`src/rtl/filt_addr_sched_if.sv`:
```
// filt_addr_sched_if: request/address-stream bundle between accelerators and the scheduler
interface filt_addr_sched_if #(
    parameter int NREQ = 4
);
    logic [NREQ-1:0]      req;
    logic [32*NREQ-1:0]   offset_bus;
    logic [32*NREQ-1:0]   filesize_bus;
    logic                 pause;
    logic [NREQ-1:0]      grant;
    logic [31:0]          addr;
    logic                 addr_valid;
    logic [NREQ-1:0]      done;
    logic                 busy;

    modport master (
        output req, offset_bus, filesize_bus, pause,
        input  grant, addr, addr_valid, done, busy
    );

    modport slave (
        input  req, offset_bus, filesize_bus, pause,
        output grant, addr, addr_valid, done, busy
    );
endinterface

```
`src/rtl/filt_addr_sched.sv`:
```
// filt_addr_sched: round-robin arbiter that streams sequential word addresses for the winning accelerator
module filt_addr_sched #(
    parameter int NREQ = 4
) (
    input  logic             clk,
    input  logic             rst,
    filt_addr_sched_if.slave bus
);
    localparam int IW = $clog2(NREQ);

    typedef enum logic [1:0] {IDLE, RUN, FIN} state_t;

    state_t          state_q, state_d;
    logic [NREQ-1:0] grant_q, grant_d;
    logic [31:0]     size_q, size_d;
    logic [31:0]     cnt_q, cnt_d;
    logic [31:0]     addr_q, addr_d;
    logic [IW-1:0]   last_q, last_d;
    logic [IW-1:0]   win, idx;
    logic            found;

    // state and datapath registers; reset favours requester 0 on the first arbitration
    always_ff @(posedge clk) begin
        if (rst) begin
            state_q <= IDLE;
            grant_q <= '0;
            size_q  <= '0;
            cnt_q   <= '0;
            addr_q  <= '0;
            last_q  <= IW'(NREQ - 1);
        end else begin
            state_q <= state_d;
            grant_q <= grant_d;
            size_q  <= size_d;
            cnt_q   <= cnt_d;
            addr_q  <= addr_d;
            last_q  <= last_d;
        end
    end

    // first requester at or after last_grant+1, wrapping around
    always_comb begin
        win   = last_q;
        idx   = '0;
        found = 1'b0;
        for (int k = 1; k <= NREQ; k++) begin
            idx = IW'((int'(last_q) + k) % NREQ);
            if (!found && bus.req[idx]) begin
                win   = idx;
                found = 1'b1;
            end
        end
    end

    // next state: latch the winner's job in IDLE, step the address in RUN, release in FIN
    always_comb begin
        state_d = state_q;
        grant_d = grant_q;
        size_d  = size_q;
        cnt_d   = cnt_q;
        addr_d  = addr_q;
        last_d  = last_q;
        if (state_q == IDLE) begin
            if (found) begin
                state_d = RUN;
                grant_d = {{(NREQ-1){1'b0}}, 1'b1} << win;
                size_d  = bus.filesize_bus[32*int'(win) +: 32];
                addr_d  = bus.offset_bus[32*int'(win) +: 32];
                cnt_d   = '0;
                last_d  = win;
            end
        end else if (state_q == RUN) begin
            if (size_q == '0) begin
                state_d = FIN;
            end else if (!bus.pause) begin
                cnt_d = cnt_q + 32'd1;
                if (cnt_q == size_q - 32'd1) state_d = FIN;
                else addr_d = addr_q + 32'd1;
            end
        end else begin
            state_d = IDLE;
            grant_d = '0;
        end
    end

    // outputs: addr is registered so it holds outside RUN; valid and done are decoded from state
    always_comb begin
        bus.grant      = grant_q;
        bus.addr       = addr_q;
        bus.addr_valid = (state_q == RUN) && !bus.pause && (size_q != '0);
        bus.done       = (state_q == FIN) ? grant_q : '0;
        bus.busy       = state_q != IDLE;
    end
endmodule
```
`src/flat_wrapper.sv`:
```
// flat-port wrapper written by rule: the top's interface ports become plain ports
module filt_addr_sched_flat 
#(
    parameter int NREQ = 4
)
  (clk, rst, bus_req, bus_offset_bus, bus_filesize_bus, bus_pause, bus_grant, bus_addr, bus_addr_valid, bus_done, bus_busy);
  filt_addr_sched_if #(.NREQ(NREQ)) bus_i ();
  input  logic clk;
  input  logic rst;
  input wire logic [$bits(bus_i.req)-1:0] bus_req;
  input wire logic [$bits(bus_i.offset_bus)-1:0] bus_offset_bus;
  input wire logic [$bits(bus_i.filesize_bus)-1:0] bus_filesize_bus;
  input wire logic [$bits(bus_i.pause)-1:0] bus_pause;
  output wire logic [$bits(bus_i.grant)-1:0] bus_grant;
  output wire logic [$bits(bus_i.addr)-1:0] bus_addr;
  output wire logic [$bits(bus_i.addr_valid)-1:0] bus_addr_valid;
  output wire logic [$bits(bus_i.done)-1:0] bus_done;
  output wire logic [$bits(bus_i.busy)-1:0] bus_busy;
  assign bus_i.req = bus_req;
  assign bus_i.offset_bus = bus_offset_bus;
  assign bus_i.filesize_bus = bus_filesize_bus;
  assign bus_i.pause = bus_pause;
  assign bus_grant = bus_i.grant;
  assign bus_addr = bus_i.addr;
  assign bus_addr_valid = bus_i.addr_valid;
  assign bus_done = bus_i.done;
  assign bus_busy = bus_i.busy;
  filt_addr_sched #(.NREQ(NREQ)) u_core (.clk(clk), .rst(rst), .bus(bus_i));
endmodule
```
`config.mk`:
```
export PLATFORM = sky130hd
export DESIGN_NAME = filt_addr_sched_flat
export DESIGN_NICKNAME = d
export VERILOG_FILES = /design/src/rtl/filt_addr_sched_if.sv /design/src/rtl/filt_addr_sched.sv /design/src/flat_wrapper.sv
export SDC_FILE = /design/constraint.sdc
export NUM_CORES = 1
export LEC_CHECK = 0
export ABC_AREA = 0
export CAP_MARGIN = 20
export CORE_ASPECT_RATIO = 0.5
export CORE_UTILIZATION = 34
export CTS_CLUSTER_SIZE = 8
export DETAILED_ROUTE_END_ITERATION = 10
export GPL_ROUTABILITY_DRIVEN = 0
export PLACE_DENSITY = 0.66
export SKIP_LAST_GASP = 1
export SYNTH_ARGS = -nofsm -noshare
export SYNTH_HDL_FRONTEND = slang
export SYNTH_SLANG_ARGS = --single-unit
```
`constraint.sdc`:
```
create_clock -name clk -period 5 [get_ports clk]
set_input_delay 0.5 -clock clk [delete_from_list [all_inputs] [get_ports clk]]
set_output_delay 0.5 -clock clk [all_outputs]
set_load 0.01 [all_outputs]
```
[Word-level counts from Yosys, hierarchy flattened]
Index checks and enable logic that the tools add are counted.
Widths: inputs -> output; s select.
Storage, ports and cells
  bits of input ports: 263
  flip-flop bits (word level): 104
  logic and storage cells: 86
  output and inout bits: 42
Cells by class
  shifts and indexed selects: 3
  magnitude comparators: 4
  equality and inequality tests: 10
  mux-type cells: 37
  reductions and logical operators: 19
  add/subtract/negate cells: 7
Operator list (count)
  $mux 32: 11
  $shiftx 128x8->32: 2
  $add 32x1->32 const B: 2
  $eq 32x32->1: 1
  $logic_not 32->1: 1
  $reduce_bool 32->1: 1
  $sub 32x1->32 const B: 1
  $mux 2: 10
  $mux 4: 4
  $lt 2x3->1 const B: 4
  $ne 2x1->1 const B: 5
  $bmux 1 s2: 4
  $mux 1: 8
  $ne 4x3->1 const B: 2
  $logic_and 1x1->1: 5
  $reduce_and 5->1: 1
  $add 2x1->2 const B: 2
  $add 2x2->2 const B: 2
  $logic_not 1->1: 4
  $reduce_and 2->1: 2
  $reduce_and 4->1: 1
  $reduce_bool 2->1: 2
  $shl 1x2->4 const A: 1
  $reduce_and 3->1: 1
  other kinds (3): 3

[Depth between registers and ports, before layout]
Gate-level depths: netlist of run 1.
  depth after elaboration: 16
  mapped depth: 14

[Least setup slack after synthesis of run 1]
Ideal clock, no wire load.
  path kind: reg-to-reg
  start: register u_core.size_q[20]
  end: register u_core.addr_q[17] (netlist: u_core.bus.addr[17])
  cell stages (with the launch flop): 11
  arrival: 3.342 ns
  library setup time: 0.119 ns
  data required time: 4.881 ns
  path slack: 1.539 ns
  clock period less this slack: 3.461 ns
  path through: dfxtp_1 or4_4 or3_1 or4_1 a211oi_1 nand4_1 or4_4 o21ai_4 buf_2 a21oi_1 o221a_1
Between the ends
  word-level cells in the longest chain between the ends: 4
  elaborated cells between the ends (all ways): 6
Ends and longest elaborated chain
  start, declared: RTL line filt_addr_sched.sv:15  | logic [31:0] size_q, size_d;
  start signal, assigned: RTL line filt_addr_sched.sv:34  | size_q <= size_d;
  $sub 32x1->32: RTL line filt_addr_sched.sv:77  | if (cnt_q == size_q - 32'd1) state_d = FIN;
  $eq 32x32->1: RTL line filt_addr_sched.sv:77
  $ne 2x1->1 (no line)
  $reduce_and 5->1 (no line) *
  end signal, assigned: RTL line filt_addr_sched.sv:36  | addr_q <= addr_d;
  end, declared: RTL line filt_addr_sched.sv:17  | logic [31:0] addr_q, addr_d;
Mark *: on every way between the ends. The rest lies on a longest branch, timed or not.
A chain may end at the register's enable or synchronous reset.

[Worst setup path in the final report of run 1]
  start: register u_core.size_q[0]
  end: register u_core.addr_q[16] (netlist: u_core.bus.addr[16])
The elaborated chain is that of the path after synthesis.

==> summary.md, run 1 <==
| Metric | Value |
|---|---|
| Int Pwr | ~0.0019 W |
| Die H | between 100 and 150 um |
| Clock skew | roughly 6.5 ps |
| Net Sw Power | 0.000988 W |
| Leading register cell type out of synthesis | dfxtp_1 |
| H-tree depth | 3 |
| Final worst-path cycle share | 0.864 |
| Fill count | approximately 2000 |
| Arrival time at the worst endpoint | approximately 4600 ps |
| # rows | 38 |
| First-pass GRT wire length | around 42000 um |
| Placed Cells incl. Taps | ~1400 |
| Core area | 21700 sq um |
| Initial antenna violation count | 0 |
| Setup crit end kind | flop |
| Syn_nets | 1160 |
| Fin nets | 1420 |
| Worst skew pair latency | ~350 ps |
| Final hold vios | 0 |
| TNS Setup | 0 ps |
| Switching Share | 0.340 |
| RSZ-0062 raised after global routing | no |
| N_diodes | 0 |
| Largest net degree at the start of global routing | a little under 70 |
| Max IR drop VDD | approximately 0.13 mV |
| EDFF count, synth | 0 |
| Vias/cell | 5.48 |
| Part of the power in registers | 0.351 |
| WS Path Type | flop to flop |
| Die Span X | around 210 um |
| Setup violations, final | 0 |
| Ports | 305 |
| Fraction of registers with async set/reset | 0 |
| GRT overflow | 0 |
| Global Route Usage Sum | 0.232 |
| 1st-iter DRT viols | between 500 and 600 |
| Clock root buffer master | clkbuf_16 |
| Comb pwr share | 0.412 |
| # DRC | 0 |
| Cells after Synth | 893 |
| Grt met2 use | 0.385 |
| Slew HR | 0.332 |
| Status | finished clean |
| Num Clock Sinks | 104 |
| P&R area growth vs syn | 47.8% |
| Slew Viols, Final | 0 |
| Least-Margin Pin Slew | 1000 ps |
| CTS tree | built |
| Detail Route Antenna Nets | 0 |
| FMAX | between 0.2 and 0.25 GHz |
| Post_cts resized | 0 |
| Starting Density | 0.348 |
| CTS Hold Bufs | 0 |
| Avg Cell Area, Syn | about 8.5 sq um |
| Via count | between 7000 and 8000 |
| CP Max Fanout | 64 |
| Setup repair bufs after CTS | 0 |
| GRT Max-Usage Layer | met2 |
| Port bufs | between 300 and 400 |
| Synthesized area | around 7600 sq um |
| Clock slew at reported path FFs | about 80 ps |
| Layout cell share with drive strength beyond 1 | 0.103 |
| Final Critical Period | ~4300 ps |
| Die area | about 23000 sq um |
| TritonRoute pass-1 iters | 5 |
| Yosys Warn Count | 0 |
| Power per cell area | between 200 and 300 nW/um^2 |
| Post-DR wirelength/cell | between 15 and 20 um |
| Detailed Place HPWL | approximately 20000 um |
| GRT met3 Usage | 0.0429 |
| R2R Setup Slk | between 600 and 700 ps |
| #FFs+latches synth | approximately 100 |
| Total wire length | 26000 um |
| Seq/Total Area, Yosys | 0.276 |
| Final cell count without fillers | around 1500 |
| CP Launch Type | flop |
| Footprint of the multi-input gates | slightly above 5000 sq um |
| Vias in the first global route | just under 8000 |
| WP data required | 5250 ps |
| Pleak | 3.81 nW |
| Cts bufs inserted | 9 |
| CTS max path bufs | 2 |
| Synth cell types | 64 |
| Clk pwr share | 0.237 |
| FF+latch area | 2080 sq um |
| Hold Crit Class | flop to flop |
| Met1 Use GR | 0.314 |
| Max-Cap Viols | 0 |
[placed cells by master (no fill, tap or decap), types with 7 or more instances in the layout]
cell type,instances
and4_1,9
and3_1,15
and2_1,8
nand3_1,32
nor2_1,70
nor3_1,30
or3_1,12
a211oi_1,8
nor4_1,18
or2_2,15
inv_1,14
xor2_1,27
nand2_1,117
nand2b_1,7
o21ai_0,19
clkbuf_16,9
buf_4,10
nor4b_1,7
clkdlybuf4s50_1,303
a21oi_1,105
a31oi_1,8
o32ai_1,13
mux4_2,64
xnor2_1,33
nand4_1,17
o21ai_1,11
dfxtp_1,104
[per-layer routing]
| metal | up-vias | part of all wire |
|---|---|---|
| li1 | 3842 | - |
| met1 | 3888 | 0.45 |
| met3 | 23 | 0.060 |
| met2 | 243 | 0.48 |
| met5 | - | 0 |
| met4 | 0 | 0.0091 |
[flip-flops by register name (all words and copies together), names as in the netlist]
register	count
u_core.cnt_q	32
u_core.size_q	32
u_core.bus.grant	4
u_core.bus.addr	32
u_core.state_q	2
u_core.last_q	2
[final timing paths]
kind | from | to | cells after the start
setup reg to reg | u_core.size_q[0]$_SDFFE_PP0P_ | u_core.bus.addr[16]$_SDFFE_PP0P_ | 12
hold reg to reg | u_core.bus.grant[3]$_SDFFE_PP0P_ | u_core.bus.grant[3]$_SDFFE_PP0P_ | 2
hold / removal | u_core.bus.grant[3]$_SDFFE_PP0P_ | u_core.bus.grant[3]$_SDFFE_PP0P_ | 2
setup / recovery | u_core.size_q[0]$_SDFFE_PP0P_ | u_core.bus.addr[16]$_SDFFE_PP0P_ | 12
[synth_stat cells, drive strengths merged (11+ instances only)]
library cell / instances / area [sq um]
nand2: 117 / 439
o32ai: 14 / 130
nor3: 30 / 150
inv: 14 / 52.6
dfxtp: 104 / 2080
or2: 15 / 93.8
buf: 11 / 52.6
xnor2: 33 / 289
o21ai: 31 / 166
nor4: 18 / 113
and3: 15 / 93.8
or3: 12 / 75.1
nand3: 32 / 160
clkbuf: 57 / 214
nor2: 72 / 270
xor2: 27 / 236
nand4: 17 / 106
a21oi: 106 / 531
mux4: 64 / 1440
[power by group through the flow]
stage                     logic, W  clock network (W)  registers (W)
after CTS                  0.00120           0.000708        0.00102
final                      0.00120           0.000688        0.00102
after detailed placement   0.00119                  0        0.00104
after global routing       0.00130           0.000734        0.00104
after global placement     0.00118                  0        0.00103
after floorplan           0.000718                  0        0.00101
[worst max-delay path, cell delays in order (launching register included)]
cell      delay (ps)
dfxtp_1          400
inv_1            150
ha_1             500
nor4b_1          320
nand4_1          240
or4_1            470
a211oi_1         300
nand4_1          180
or4_4            590
o21ai_4          180
buf_4            530
nor2_1           110
o221a_1          240
[logic make-up after synthesis]
kind of cell	share of synthesized area
DFF	0.276
AOI/OAI and AO/OA	0.163
buffers and inverters	0.0422
xor gates and xnor gates	0.0696
and+or+nand+nor	0.248
muxes	0.195
adders and majority gates	0.00663
[final cells by class]
| cell class | instances | area share |
|---|---|---|
| Clock buffer | 9 | 0.0202 |
| Multi-Input combinational cell | 707 | 0.465 |
| Inverter | 14 | 0.00471 |
| Clock inverter | 7 | 0.00516 |
| Sequential cell | 104 | 0.186 |
| Timing Repair Buffer | 317 | 0.285 |
| Tap cell | 300 | 0.0336 |
[through the flow]
step	setup WS [ps]	hold slack, ps	cell area [sq um]	total power [W]	utilization
4_1_cts	777	479	11100	0.00292	0.513
2_1_floorplan	1540	456	7550	0.00173	-
3_5_place_dp	795	460	10900	0.00223	0.500
6_report	679	475	11200	0.00290	0.514
3_3_place_gp	999	449	10900	0.00221	0.500
5_1_grt	372	503	11200	0.00307	0.514
Power figures use the tool's default switching activity.
==> run 2, diff against run 1 <==
--- a/config.mk
+++ b/config.mk
@@ -6,6 +6,7 @@
 export NUM_CORES = 1
 export LEC_CHECK = 0
 export ABC_AREA = 0
+export ABC_CLOCK_PERIOD_IN_PS = 5000
 export CAP_MARGIN = 20
 export CORE_ASPECT_RATIO = 0.5
 export CORE_UTILIZATION = 34
==> results of run 2 <==
Final layout, timing and power as in run 1 (identical DEF).
==> run 3, diff against run 2 <==
--- a/config.mk
+++ b/config.mk
@@ -14,7 +14,9 @@
 export DETAILED_ROUTE_END_ITERATION = 10
 export GPL_ROUTABILITY_DRIVEN = 0
 export PLACE_DENSITY = 0.66
+export RECOVER_POWER = 25
 export SKIP_LAST_GASP = 1
+export SLEW_MARGIN = 20
 export SYNTH_ARGS = -nofsm -noshare
 export SYNTH_HDL_FRONTEND = slang
 export SYNTH_SLANG_ARGS = --single-unit
==> summary.md, run 3 (synthesis gave the netlist of run 1 again) <==
| Metric | Value |
|---|---|
| Status | finished clean |
| Slew HR | 0.336 (+0.00460) |
| First-pass GRT wire length | 41800 um (unchanged) |
| Global Route Usage Sum | 0.232 (unchanged) |
| Net Sw Power | 0.000984 W (-0.38%) |
| Final hold vios | 0 (unchanged) |
| Worst Hold End | u_core.bus.grant[3]$_SDFFE_PP0P_ |
| Most frequent cells in the layout | 267 x clkdlybuf4s50_1, 116 x nand2_1, 105 x a21oi_1 |
| Vias/cell | 5.49 (+0.16%) |
| TNS Setup | 0 ps (unchanged) |
| CTS Hold Bufs | 0 (unchanged) |
| Total wire length | 26100 um (+0.18%) |
| Slew Viols, Final | 0 (unchanged) |
| Final worst-path cycle share | 0.864 (about the same) |
| 1st-iter DRT viols | 569 (+1.1%) |
| FF-to-FF End | u_core.bus.addr[16]$_SDFFE_PP0P_ |
| TritonRoute pass-1 iters | 5 (unchanged) |
| Die H | 107 um (unchanged) |
| FF+latch area | 2080 sq um (unchanged) |
| Footprint of the multi-input gates | 5190 sq um (about the same) |
| Post-Place Cell Area | 10900 sq um (unchanged) |
| Part of the power in registers | 0.353 (+0.002) |
| Via count | 8003 (+0.088%) |
| Clk pwr share | 0.239 (+0.002) |
| GRT overflow | 0 (unchanged) |
| Final cell count without fillers | 1457 (-0.069%) |
| Clock root buffer master | clkbuf_16 |
| WS Path Type | flop to flop |
| Int Pwr | 0.00190 W (-0.89%) |
| Post_cts resized | 0 (unchanged) |
| Clock slew at reported path FFs | 80 ps (about the same) |
| CTS max path bufs | 2 (unchanged) |
| Starting Density | 0.348 (unchanged) |
| Hold Crit Class | flop to flop |
| Final Cell Area | 11100 sq um (-0.22%) |
| FMAX | 0.232 GHz (about the same) |
| Cts bufs inserted | 9 (unchanged) |
| R2R cell count | 12 (unchanged) |
| Final design utilization | 0.513 (-0.00115) |
| Ports | 305 (unchanged) |
| Fill count | 2056 (+0.15%) |
| R2R Setup Slk | 680 ps (about the same) |
| Core area | 21700 sq um (unchanged) |
| Arrival time at the worst endpoint | 4570 ps (about the same) |
| Power per cell area | 259 nW/um^2 (-0.49%) |
| Placed Cells incl. Taps | 1441 (unchanged) |
| # rows | 38 (unchanged) |
| # DRC | 0 (unchanged) |
| Least-Margin Pin Slew | 996 ps (-6.89 ps) |
| Largest net degree at the start of global routing | 68 (unchanged) |
| Worst hold path stage count | 2 (unchanged) |
| Switching Share | 0.341 (+0.00116) |
| Layout cell share with drive strength beyond 1 | 0.103 (about the same) |
| CTS tree | built |
| Clock skew | 7.03 ps (+0.571 ps) |
| Die Span X | 213 um (unchanged) |
| Setup crit end kind | flop |
| Detail Route Antenna Nets | 0 (unchanged) |
| Die area | 22900 sq um (unchanged) |
| H-tree depth | 3 (unchanged) |
| Final Critical Period | 4320 ps (-1.97 ps) |
| Post-DR wirelength/cell | 17.9 um (+0.25%) |
| Initial antenna violation count | 0 (unchanged) |
| CP Max Fanout | 64 (unchanged) |
| Comb pwr share | 0.408 (-0.004) |
| Vias in the first global route | 7892 (unchanged) |
| Num Clock Sinks | 104 (unchanged) |
| Pleak | 3.89 nW (+2.1%) |
| N_diodes | 0 (unchanged) |
| Max IR drop VDD | 0.133 mV (+0.96%) |
| Worst skew pair latency | 350 ps (about the same) |
| Port bufs | 304 (unchanged) |
| Hold_sp | u_core.bus.grant[3]$_SDFFE_PP0P_ |
| Max-Cap Viols | 0 (unchanged) |
| Setup repair bufs after CTS | 0 (unchanged) |
| P&R area growth vs syn | 47.5% |
| Detailed Place HPWL | 20400 um (unchanged) |
| CP Launch Type | flop |
| WP data required | 5250 ps (about the same) |
| Fin nets | 1419 (-0.070%) |
| Reg-to-reg startpoint | u_core.size_q[0]$_SDFFE_PP0P_ |
| Most common cell after layout, fill and taps aside | clkdlybuf4s50_1 |
| Setup violations, final | 0 (unchanged) |
| RSZ-0062 raised after global routing | no |
-- run 3: changes by cell type in the layout (fill, tap and decap cells not counted) --
cell             before  now
clkdlybuf4s50_1     303  267
dlygate4sd3_1         0   36
buf_16                1    0
nand2_1             117  116
nand2_2               0    1
-- run 3: metrics by stage --
step,total power [W],setup slack (ps),hold WS (ps)
after floorplan,0.00173,1540,456
after global placement,0.00221,999,449
after detailed placement,0.00223,795,460
after global routing,0.00305,372,500
final,0.00288,681,471
after CTS,0.00292,777,479
-- run 3: power by group through the flow --
| stage | clock [W] | sequential [W] | combinational [W] |
|---|---|---|---|
| floorplan | 0 | 0.00101 | 0.000718 |
| global placement | 0 | 0.00103 | 0.00118 |
| detailed placement | 0 | 0.00104 | 0.00119 |
| CTS | 0.000708 | 0.00102 | 0.00120 |
| global route | 0.000734 | 0.00103 | 0.00128 |
| finish | 0.000689 | 0.00102 | 0.00118 |
-- run 3: per-layer routing --
| metal | track usage | up-vias | routed length [um] |
|---|---|---|---|
| met4 | 0.0437 | 0 | 248 |
| met5 | 0 | - | 0 |
| met1 | 0.314 | 3878 | 11600 |
| met3 | 0.0429 | 23 | 1680 |
| li1 | - | 3841 | - |
| met2 | 0.385 | 261 | 12500 |
-- run 3: worst max-delay path: stages (launching register included) --
cell	delay [ps]
dfxtp_1	400
inv_1	150
ha_1	490
nor4b_1	310
nand4_1	230
or4_1	470
a211oi_1	300
nand4_1	190
or4_4	580
o21ai_4	180
buf_4	530
nor2_1	110
o221a_1	240
-- run 3: layout make-up --
cell class / instances / share of cell area
multi-input cells: 707 / 0.466
repair buffers: 316 / 0.283
flip-flops and latches: 104 / 0.187
well taps: 300 / 0.0337
clock buffers: 9 / 0.0202
clock inverters: 7 / 0.00517
inverters: 14 / 0.00472
-- run 3: how the worst max path moves through the flow --
stage,start,to,depth (start not counted)
after floorplan,u_core.size_q[20]$_SDFFE_PP0P_,u_core.bus.addr[17]$_SDFFE_PP0P_,10
after global placement,u_core.size_q[0]$_SDFFE_PP0P_,u_core.bus.addr[16]$_SDFFE_PP0P_,12
after detailed placement,u_core.size_q[0]$_SDFFE_PP0P_,u_core.bus.addr[20]$_SDFFE_PP0P_,12
after CTS,u_core.size_q[0]$_SDFFE_PP0P_,u_core.bus.addr[16]$_SDFFE_PP0P_,12
after global routing,u_core.size_q[0]$_SDFFE_PP0P_,u_core.bus.addr[0]$_SDFFE_PP0P_,12
final,u_core.size_q[0]$_SDFFE_PP0P_,u_core.bus.addr[16]$_SDFFE_PP0P_,12
